===== config.mk =====
export PLATFORM = sky130hd
export DESIGN_NAME = issue_scheduler
export DESIGN_NICKNAME = d
export VERILOG_FILES = /design/src/rtl/issue_scheduler.sv
export SDC_FILE = /design/constraint.sdc
export NUM_CORES = 1
export LEC_CHECK = 0
export CAP_MARGIN = 20
export CELL_PAD_IN_SITES_DETAIL_PLACEMENT = 0
export CELL_PAD_IN_SITES_GLOBAL_PLACEMENT = 1
export CORE_MARGIN = 3
export CORE_UTILIZATION = 46
export CTS_CLUSTER_DIAMETER = 40
export DETAILED_ROUTE_END_ITERATION = 16
export PLACE_DENSITY = 0.95
export SLEW_MARGIN = 20
export SYNTH_ARGS = -nofsm -noshare
export SYNTH_HDL_FRONTEND = slang
export SYNTH_SLANG_ARGS = --single-unit

===== constraint.sdc =====
create_clock -name clk -period 28.3 [get_ports clk]
set_input_delay 4.245 -clock clk [delete_from_list [all_inputs] [get_ports clk]]
set_output_delay 4.245 -clock clk [all_outputs]
set_load 0.01 [all_outputs]

===== src/rtl/issue_scheduler.sv =====
// issue_scheduler: age-ordered dual-issue selector with unit-conflict rules,
// a one-cycle pending mask for entries already on the issue outputs, and a
// non-pipelined divider occupancy counter.
module issue_scheduler #(
  parameter  int BUF_SIZE_LOG = 4,
  parameter  int DIV_LATENCY  = 33,
  localparam int BUF_SIZE     = 1 << BUF_SIZE_LOG
) (
  input  logic                                    clk,
  input  logic                                    reset,
  input  logic [BUF_SIZE-1:0]                     entry_ready,
  input  logic [BUF_SIZE-1:0][2:0]                entry_unit,
  input  logic [BUF_SIZE-1:0][BUF_SIZE_LOG:0]     entry_tag,
  input  logic [BUF_SIZE_LOG-1:0]                 head_index,
  input  logic                                    flush,
  input  logic                                    ex_stall,
  output logic [1:0]                              issue_valid,
  output logic [1:0][BUF_SIZE_LOG-1:0]            issue_index,
  output logic [1:0][BUF_SIZE_LOG:0]              issue_tag,
  output logic                                    div_busy
);

  localparam logic [2:0] U_MUL   = 3'd2;
  localparam logic [2:0] U_DIV   = 3'd3;
  localparam logic [2:0] U_LOAD  = 3'd4;
  localparam logic [2:0] U_STORE = 3'd5;

  logic [BUF_SIZE-1:0]     r_pend;
  logic [5:0]              r_div_cnt;

  logic [BUF_SIZE-1:0]     w_cand;
  logic [BUF_SIZE-1:0]     w_mask;
  logic [BUF_SIZE_LOG-1:0] w_idx;
  logic                    w_v0, w_v1;
  logic [BUF_SIZE_LOG-1:0] w_s0, w_s1;
  logic [2:0]              w_u0, w_u1, w_u;
  logic                    w_conflict;
  logic                    w_div_sel;

  assign div_busy = (r_div_cnt != '0);

  // Candidate filter: ready, not already on the outputs, divider free for DIV.
  always_comb begin
    for (int i = 0; i < BUF_SIZE; i++)
      w_cand[i] = entry_ready[i] & ~r_pend[i] & ~((entry_unit[i] == U_DIV) & div_busy);
  end

  // Walk entries oldest-first from head; slot 0 gets the first candidate,
  // slot 1 the next one that does not collide with slot 0's unit.
  always_comb begin
    w_v0 = 1'b0;
    w_v1 = 1'b0;
    w_s0 = '0;
    w_s1 = '0;
    w_u0 = '0;
    w_u1 = '0;
    w_u  = '0;
    w_idx = '0;
    w_conflict = 1'b0;
    for (int k = 0; k < BUF_SIZE; k++) begin
      w_idx = head_index + BUF_SIZE_LOG'(k);
      w_u   = entry_unit[w_idx];
      w_conflict = ((w_u0 == U_MUL) && (w_u == U_MUL)) ||
                   ((w_u0 == U_DIV) && (w_u == U_DIV)) ||
                   (((w_u0 == U_LOAD) || (w_u0 == U_STORE)) &&
                    ((w_u == U_LOAD) || (w_u == U_STORE)));
      if (w_cand[w_idx]) begin
        if (!w_v0) begin
          w_v0 = 1'b1;
          w_s0 = w_idx;
          w_u0 = w_u;
        end else if (!w_v1 && !w_conflict) begin
          w_v1 = 1'b1;
          w_s1 = w_idx;
          w_u1 = w_u;
        end
      end
    end
  end

  // One-hot of this cycle's picks; becomes next cycle's pending mask.
  always_comb begin
    w_mask = '0;
    if (w_v0) w_mask[w_s0] = 1'b1;
    if (w_v1) w_mask[w_s1] = 1'b1;
    w_div_sel = (w_v0 && (w_u0 == U_DIV)) || (w_v1 && (w_u1 == U_DIV));
  end

  // Issue registers, pending mask and divider counter; reset > flush > stall.
  always_ff @(posedge clk) begin
    if (!reset) begin
      issue_valid <= '0;
      issue_index <= '0;
      issue_tag   <= '0;
      r_pend      <= '0;
      r_div_cnt   <= '0;
    end else if (flush) begin
      issue_valid <= '0;
      issue_index <= '0;
      issue_tag   <= '0;
      r_pend      <= '0;
      r_div_cnt   <= '0;
    end else begin
      if (!ex_stall && w_div_sel)
        r_div_cnt <= 6'(DIV_LATENCY);
      else if (r_div_cnt != '0)
        r_div_cnt <= r_div_cnt - 6'd1;
      if (!ex_stall) begin
        issue_valid    <= {w_v1, w_v0};
        issue_index[0] <= w_v0 ? w_s0 : '0;
        issue_index[1] <= w_v1 ? w_s1 : '0;
        issue_tag[0]   <= w_v0 ? entry_tag[w_s0] : '0;
        issue_tag[1]   <= w_v1 ? entry_tag[w_s1] : '0;
        r_pend         <= w_mask;
      end
    end
  end

endmodule


# After elaboration in Yosys (flattened, before gate mapping)
# Index checks and enable logic that the tools add are counted.
word_totals:
  ff_bits: 42
  in_bits: 152
  out_inout_bits: 21
  wordCells: 715
classes:
  n_addsub: 16
  magnitude_cmp: 20
  eq_ne: 138
  n_mux: 293
  bitwise: 82
  reduce_logical: 158
op_table:
  columns: ["op", "n"]
  rows:
  - ["4-bit two-way mux", 78]
  - ["3-bit two-way mux", 92]
  - ["3-bit by 2-bit equality test with 1-bit output (second input constant)", 78]
  - ["3-bit binary-select mux with 4-bit select", 16]
  - ["3-bit equality test (second input constant)", 60]
  - ["4-bit by 5-bit less-than comparator with 1-bit output (second input constant)", 18]
  - ["1-bit two-way mux", 79]
  - ["1-bit binary-select mux with 4-bit select", 16]
  - ["1-bit logical AND", 64]
  - ["1-bit logical OR", 61]
  - ["1-bit bitwise AND", 48]
  - ["5-bit binary-select mux with 4-bit select", 2]
  - ["1-bit inverter", 33]
  - ["4-bit adder (second input constant)", 8]
  - ["16-bit two-way mux", 2]
  - ["1-bit zero test", 29]
  - ["5-bit two-way mux", 4]
  - ["4-bit by 3-bit adder with 4-bit output (second input constant)", 4]
  - ["16-bit bitwise OR", 1]
  - ["6-bit two-way mux", 2]
  - ["4-bit by 2-bit adder with 4-bit output (second input constant)", 2]
  - ["1-bit demux with 4-bit select", 2]
  - ["4-bit by 1-bit >= comparator with 1-bit output (second input constant)", 2]
  - ["6-bit nonzero test", 1]
  - ["5 further kinds", 5]

# Logic depth before layout (Yosys ltp)
logic_depth:
  depth_word: 90
  mapped_depth: 33
  ltp_nobuf: 23

# Worst setup path after synthesis
# OpenSTA, ideal clock, no wires.
synth_timing:
  path_type: "input to register"
  from: "input port head_index[0]"
  to: "register issue_tag[5] (netlist bit)"
  setup_time_ps: 117
  arrival_ps: 11708
  required_time_ps: 28183
  slack_ps: 16475
  path_stages: 30
  n_path_buf: 11
  cell_sequence: "buf_4 buf_6 buf_6 buf_6 buf_4 buf_4 inv_1 ha_1 buf_2 buf_2 buf_2 mux4_2 mux2i_1 a21oi_1 a31o_1 or3_1 a211oi_2 o211ai_1 nand2b_1 nor3_4 or4b_1 buf_2 nor4b_2 nor2_1 a22oi_4 buf_6 mux4_2 and3_1 or4_1 a22o_1"
synth_via:
  elab_chain_len: 83
  word_cells_on_any_way: 483
  classes_between: "add/sub (15); eq/ne (120); mux (201); reduce/logical (147)"
synth_rtl:
  columns: ["element", "line", "text"]
  rows:
  - ["from (decl)", "14", "input logic [BUF_SIZE_LOG-1:0] head_index,"]
  - ["4-bit by 1-bit adder with 4-bit output, or another cell as far along", "61", "w_idx = head_index + BUF_SIZE_LOG'(k);"]
  - ["3-bit binary-select mux with 4-bit select, or another cell as far along", "62", "w_u = entry_unit[w_idx];"]
  - ["3-bit two-way mux (on tied branches)", "62, 67", null]
  - ["3-bit by 2-bit equality test with 1-bit output, or another cell as far along", "63", "w_conflict = ((w_u0 == U_MUL) && (w_u == U_MUL)) ||"]
  - ["1-bit logical AND, or another cell as far along", "63", null]
  - ["1-bit logical OR or 1-bit logical AND (tied branches)", "63, 65", null]
  - ["1-bit logical OR", "64", "((w_u0 == U_DIV) && (w_u == U_DIV)) ||"]
  - ["1-bit two-way mux", "72", "end else if (!w_v1 && !w_conflict) begin"]
  - ["(+67 left out)", null, null]
  - ["1-bit zero test", "72", null]
  - ["1-bit logical AND", "72", null]
  - ["4-bit two-way mux", "72", null]
  - ["4-bit two-way mux", "68", "if (!w_v0) begin"]
  - ["4-bit two-way mux", "67", "if (w_cand[w_idx]) begin"]
  - ["5-bit binary-select mux with 4-bit select", "113", "issue_tag[1] <= w_v1 ? entry_tag[w_s1] : '0;"]
  - ["5-bit two-way mux (implied by the code)", "113", null]
  - ["5-bit two-way mux (*)", "113", null]
  - ["to (decl)", "19", "output logic [1:0][BUF_SIZE_LOG:0] issue_tag,"]
# Every way passes the cells marked *; elsewhere a longest branch is shown, timed or not. The select of a mux whose other input is x is not followed.
# A chain may end at the register's enable or synchronous reset.

# Final worst setup path
layout_timing:
  from: "input port head_index[1]"
  to: "register issue_tag[8] (netlist bit)"
# The elaborated chain is that of the path after synthesis.

==> impl_metrics.csv <==
group,metric,value,unit
logic_synthesis,ys_seq_elements,42,
timing,finalCritPeriodShare,48.49,%
placed_design,number_of_port_buffers,172,
run_status,outcome,"completed",
route,first_pass_iters,6,
route,route.detailed.vias_per_inst,7.444,
clocking,cts_hold_buffers,0,
placed_design,dpl.cell_count,1819,
logic_synthesis,ys_warn_count,0,
timing,timing.fmax,72.88,MHz
critical_path,wp_data_arrival,13.91,ns
clocking,clock_insertion_delay_worst_skew,0.29,ns
pwr,p_sw_share,56.91,%
logic_synthesis,synth_nets,1547,
logic_synthesis,main_combinational_cell_family_by_area_after_synthesis,"multiplexers",
critical_path,timing.critical_path.slowest_cell_delay,0.87,ns
grt,grtUsageTotal,39.88,%
floorplanning,die_x,162.5,µm
timing,final.min_clock_period,13.72,ns
placed_design,dp.final_hpwl,43660,µm
clocking,cts.clk_slew.worst_paths,0.06,ns
pwr,pwr-share-clk,6.5,%
timing,tns,0,ns
critical_path,cp_num_buf_inv,4,
pwr,pwr-share-seq,6.6,%
logic_synthesis,synth-xor-area-share,2.888,%
critical_path,r2r_slack,19.51,ns
route,detailed_route_iter0_violations,1671,
finish,commonest_cells_after_routing_fill_and_taps_aside,"169 x sky130_fd_sc_hd__clkdlybuf4s50_1, 146 x sky130_fd_sc_hd__nand2_1, 127 x sky130_fd_sc_hd__mux2i_1",
pwr,worst_ir_drop_vdd,0.07854,mV
logic_synthesis,compound_gate_portion_of_the_synthesized_area,25.72,%
pwr,leakage_dissipation,5.021,nW
logic_synthesis,post_synth_mux_area_share,29.26,%
clocking,cts.sink_count,42,
critical_path,required,28.49,ns
logic_synthesis,synth-edff-count,0,
clocking,root_buffer,"sky130_fd_sc_hd__clkbuf_16",
pwr,total_power_divided_by_cell_area,88.19,nW/µm²
timing,worstMarginPinSlew,1.128,ns
critical_path,critical_path.reg2reg.endpoint,"issue_tag[8]",
route,routed-via-count,13620,
timing,hold_ws,0.4927,ns
hold_path,holdPathEnd,"issue_tag[4]",
logic_synthesis,fraction_of_post_synthesis_cell_area_in_the_top_cell_type_by_area,14.80,%
timing,grt_setup_unrepaired,"false",
logic_synthesis,post_synth_and_or_nand_nor_area_fraction,28.81,%
timing,relSlewSlack,24.28,%
critical_path,critical_path.top_delay_family,"simple AND/OR/NAND/NOR gates",
floorplanning,die_area,26400,µm²
timing,timing.final.setup_violations,0,
critical_path,path_type_of_the_worst_setup_path,"in2reg",
clocking,cts_max_path_buffers,2,
timing,hold_viol_final,0,
hold_path,timing.hold.worst.start,"issue_tag[4]",
finish,multiInputGateArea,9912,µm²
critical_path,critical_path_peak_fanout,41,
logic_synthesis,instance_count_of_the_mapped_netlist,1385,
clocking,cts_tree,"built",
floorplanning,coreArea,23750,µm²
run,max-cap-violations,0,
finish,area.growth.synth_to_final,18.83,%
clocking,cts-resized-gates,0,
finish,mostFrequentLayoutCell,"sky130_fd_sc_hd__clkdlybuf4s50_1",
hold_path,hold_path_cells,1,
clocking,cts_buffers,5,
critical_path,rr_startpoint,"r_div_cnt[0]",
grt,grt_overflow,0,
grt,global_route_wire_length_before_repair,81140,µm
timing,fin_worst_skew,0.003865,ns
critical_path,timing.critical_path.mode_cell,"sky130_fd_sc_hd__nand2_1",
finish,nets,1670,
logic_synthesis,seq_area_frac_synth,7.464,%
logic_synthesis,async_set_or_reset_register_ratio_after_synthesis,0,%
finish,stdcell_count,1829,
grt,antenna_found_initial,0,
pwr,power_report.internal_total,0.5086,mW
clocking,cts.htree.levels,2,
critical_path,rr_worst_depth,22,
pwr,p_comb_share,86.9,%
finish,regArea,840.8,µm²
critical_path,slowest_stage,"sky130_fd_sc_hd__xnor2_2",
hold_path,min-delay-path-class,"reg2reg",
timing,timing_max_transition_violations_final,0,
floorplanning,initial_core_util,47.42,%
logic_synthesis,avgSynthCellArea,8.133,µm²
logic_synthesis,synth.lib_cells_used.distinct,108,
grt,first_global_vias,12800,
pwr,switchingPower,0.6718,mW
route,average_routed_wire_per_standard_cell,29.72,µm
logic_synthesis,synth.largest_area_cell,"sky130_fd_sc_hd__mux4_2",
critical_path,startpoint_type,"input pin",
critical_path,setup.worst_path.end_class,"register",
finish,drive_gt1_share,14.18,%
route,drc_errors,0,
logic_synthesis,synth_area_leaders,"sky130_fd_sc_hd__mux4_2 15%, sky130_fd_sc_hd__mux2i_1 11%, sky130_fd_sc_hd__dfxtp_1 7.5%",
logic_synthesis,mappedNetlistArea,11260,µm²
floorplanning,die_height,162.5,µm
logic_synthesis,synth_fa_ha_area_share,1.111,%
logic_synthesis,top_reg_cell_synth,"sky130_fd_sc_hd__dfxtp_1",
floorplanning,io_pins,173,
clocking,cts_setup_buffers,0,
grt,grt_start_max_net_pins,86,
route,route.antenna.remaining_nets,0,
critical_path,path_cells,"buf_2 -> buf_4 -> inv_2 -> ha_2 -> xnor2_2 -> nand2_1 -> o21bai_1 -> and4_1 -> a21oi_1 -> nand3_1 -> a311oi_2 -> o22ai_1 -> o311ai_0 -> a21oi_2 -> nor3_4 -> or4b_1 -> nor4_1 -> nand2_1 -> a22oi_4 -> buf_16 -> mux4_2 -> and3_1 -> or4_1 -> a22o_1",
finish,n_fill_cell,2163,
route,drt_wl_total,54360,µm
placed_design,finalWeightedCongestion,1.064,
floorplanning,placementRows,56,
## power groups by stage
stage,Clock (mW),Combinational [mW],Sequential (mW)
global route,0.0803,1.08,0.0796
CTS,0.0778,0.979,0.0780
detailed placement,0,0.974,0.0791
floorplan,0,0.691,0.0792
finish,0.0770,1.03,0.0782
global placement,0,0.971,0.0790
## kinds of logic after synthesis
kind of cell / count (synthesis)
AOI/OAI and AO/OA: 375
xor gates and xnor gates: 29
adders and majority gates: 10
buffers and inverters: 111
DFF: 42
muxes: 232
and+or+nand+nor: 586
## worst reg2reg max path, delay by kind of cell (launching register included)
kind	cells	cell delay (ns)
multiplexers	1	0.54
AO/OA/AOI/OAI	9	3.64
flip-flops	1	0.32
buffers and inverters	2	0.35
AND/OR/NAND/NOR	9	3.65
adder cells (fa/ha/maj)	1	0.17
## worst max path at each step
stage / startpoint / slack, ns / end / cells past startpoint
2_1_floorplan: head_index[0] / 16.48 / issue_tag[5] / 30
3_3_place_gp: head_index[1] / 14.45 / issue_tag[8] / 23
3_5_place_dp: head_index[1] / 14.19 / issue_tag[8] / 23
4_1_cts: head_index[1] / 14.51 / issue_tag[8] / 23
5_1_grt: head_index[1] / 14.04 / issue_tag[5] / 24
6_report: head_index[1] / 14.58 / issue_tag[8] / 24
## state kept, by name, indices dropped and copies added, names as in the netlist
register     count
r_div_cnt        6
r_pend          16
issue_tag       10
issue_index      8
issue_valid      2
## stage by stage
stage / area (µm²) / worst slack (ns) / total power, mW / util [%]
2_1_floorplan: 11260 / 16.48 / 0.7704 / -
3_3_place_gp: 13150 / 14.45 / 1.050 / 55.38
3_5_place_dp: 13150 / 14.19 / 1.053 / 55.38
4_1_cts: 13350 / 14.51 / 1.135 / 56.19
5_1_grt: 13380 / 14.04 / 1.242 / 56.34
6_report: 13390 / 14.58 / 1.180 / 56.35
## routing by layer
layer  share of wire, %  GRT usage, %  up-vias  routed length [µm]
li1                   -             -     5805                   -
met1                 38         51.70     6520               20510
met2                 44         61.87     1104               23710
met3                 12         9.207      186                6562
met4                6.6         20.90        0                3579
met5                  0             0        -                   0
## area by class of cell
| class | instances | share of cell area, % |
|---|---|---|
| diodes | 1 | 0.01870 |
| well taps | 319 | 2.982 |
| repair buffers | 199 | 14.43 |
| flip-flops and latches | 42 | 6.282 |
| inverters | 28 | 0.7852 |
| clock inverters | 3 | 0.5141 |
| multi-input cells | 1232 | 74.05 |
| clock buffers | 5 | 0.9348 |
## synth_stat cells (all sizes together), types with 25 or more instances
cell / n
a211oi: 30
a21oi: 51
a22oi: 29
buf: 48
clkbuf: 35
dfxtp: 42
inv: 26
mux2: 29
mux2i: 129
mux4: 74
nand2: 147
nand3: 53
nand4: 32
nor2: 107
nor3: 34
nor3b: 27
o211ai: 25
o21ai: 52
Note: power is estimated with default switching activity, not from simulation.
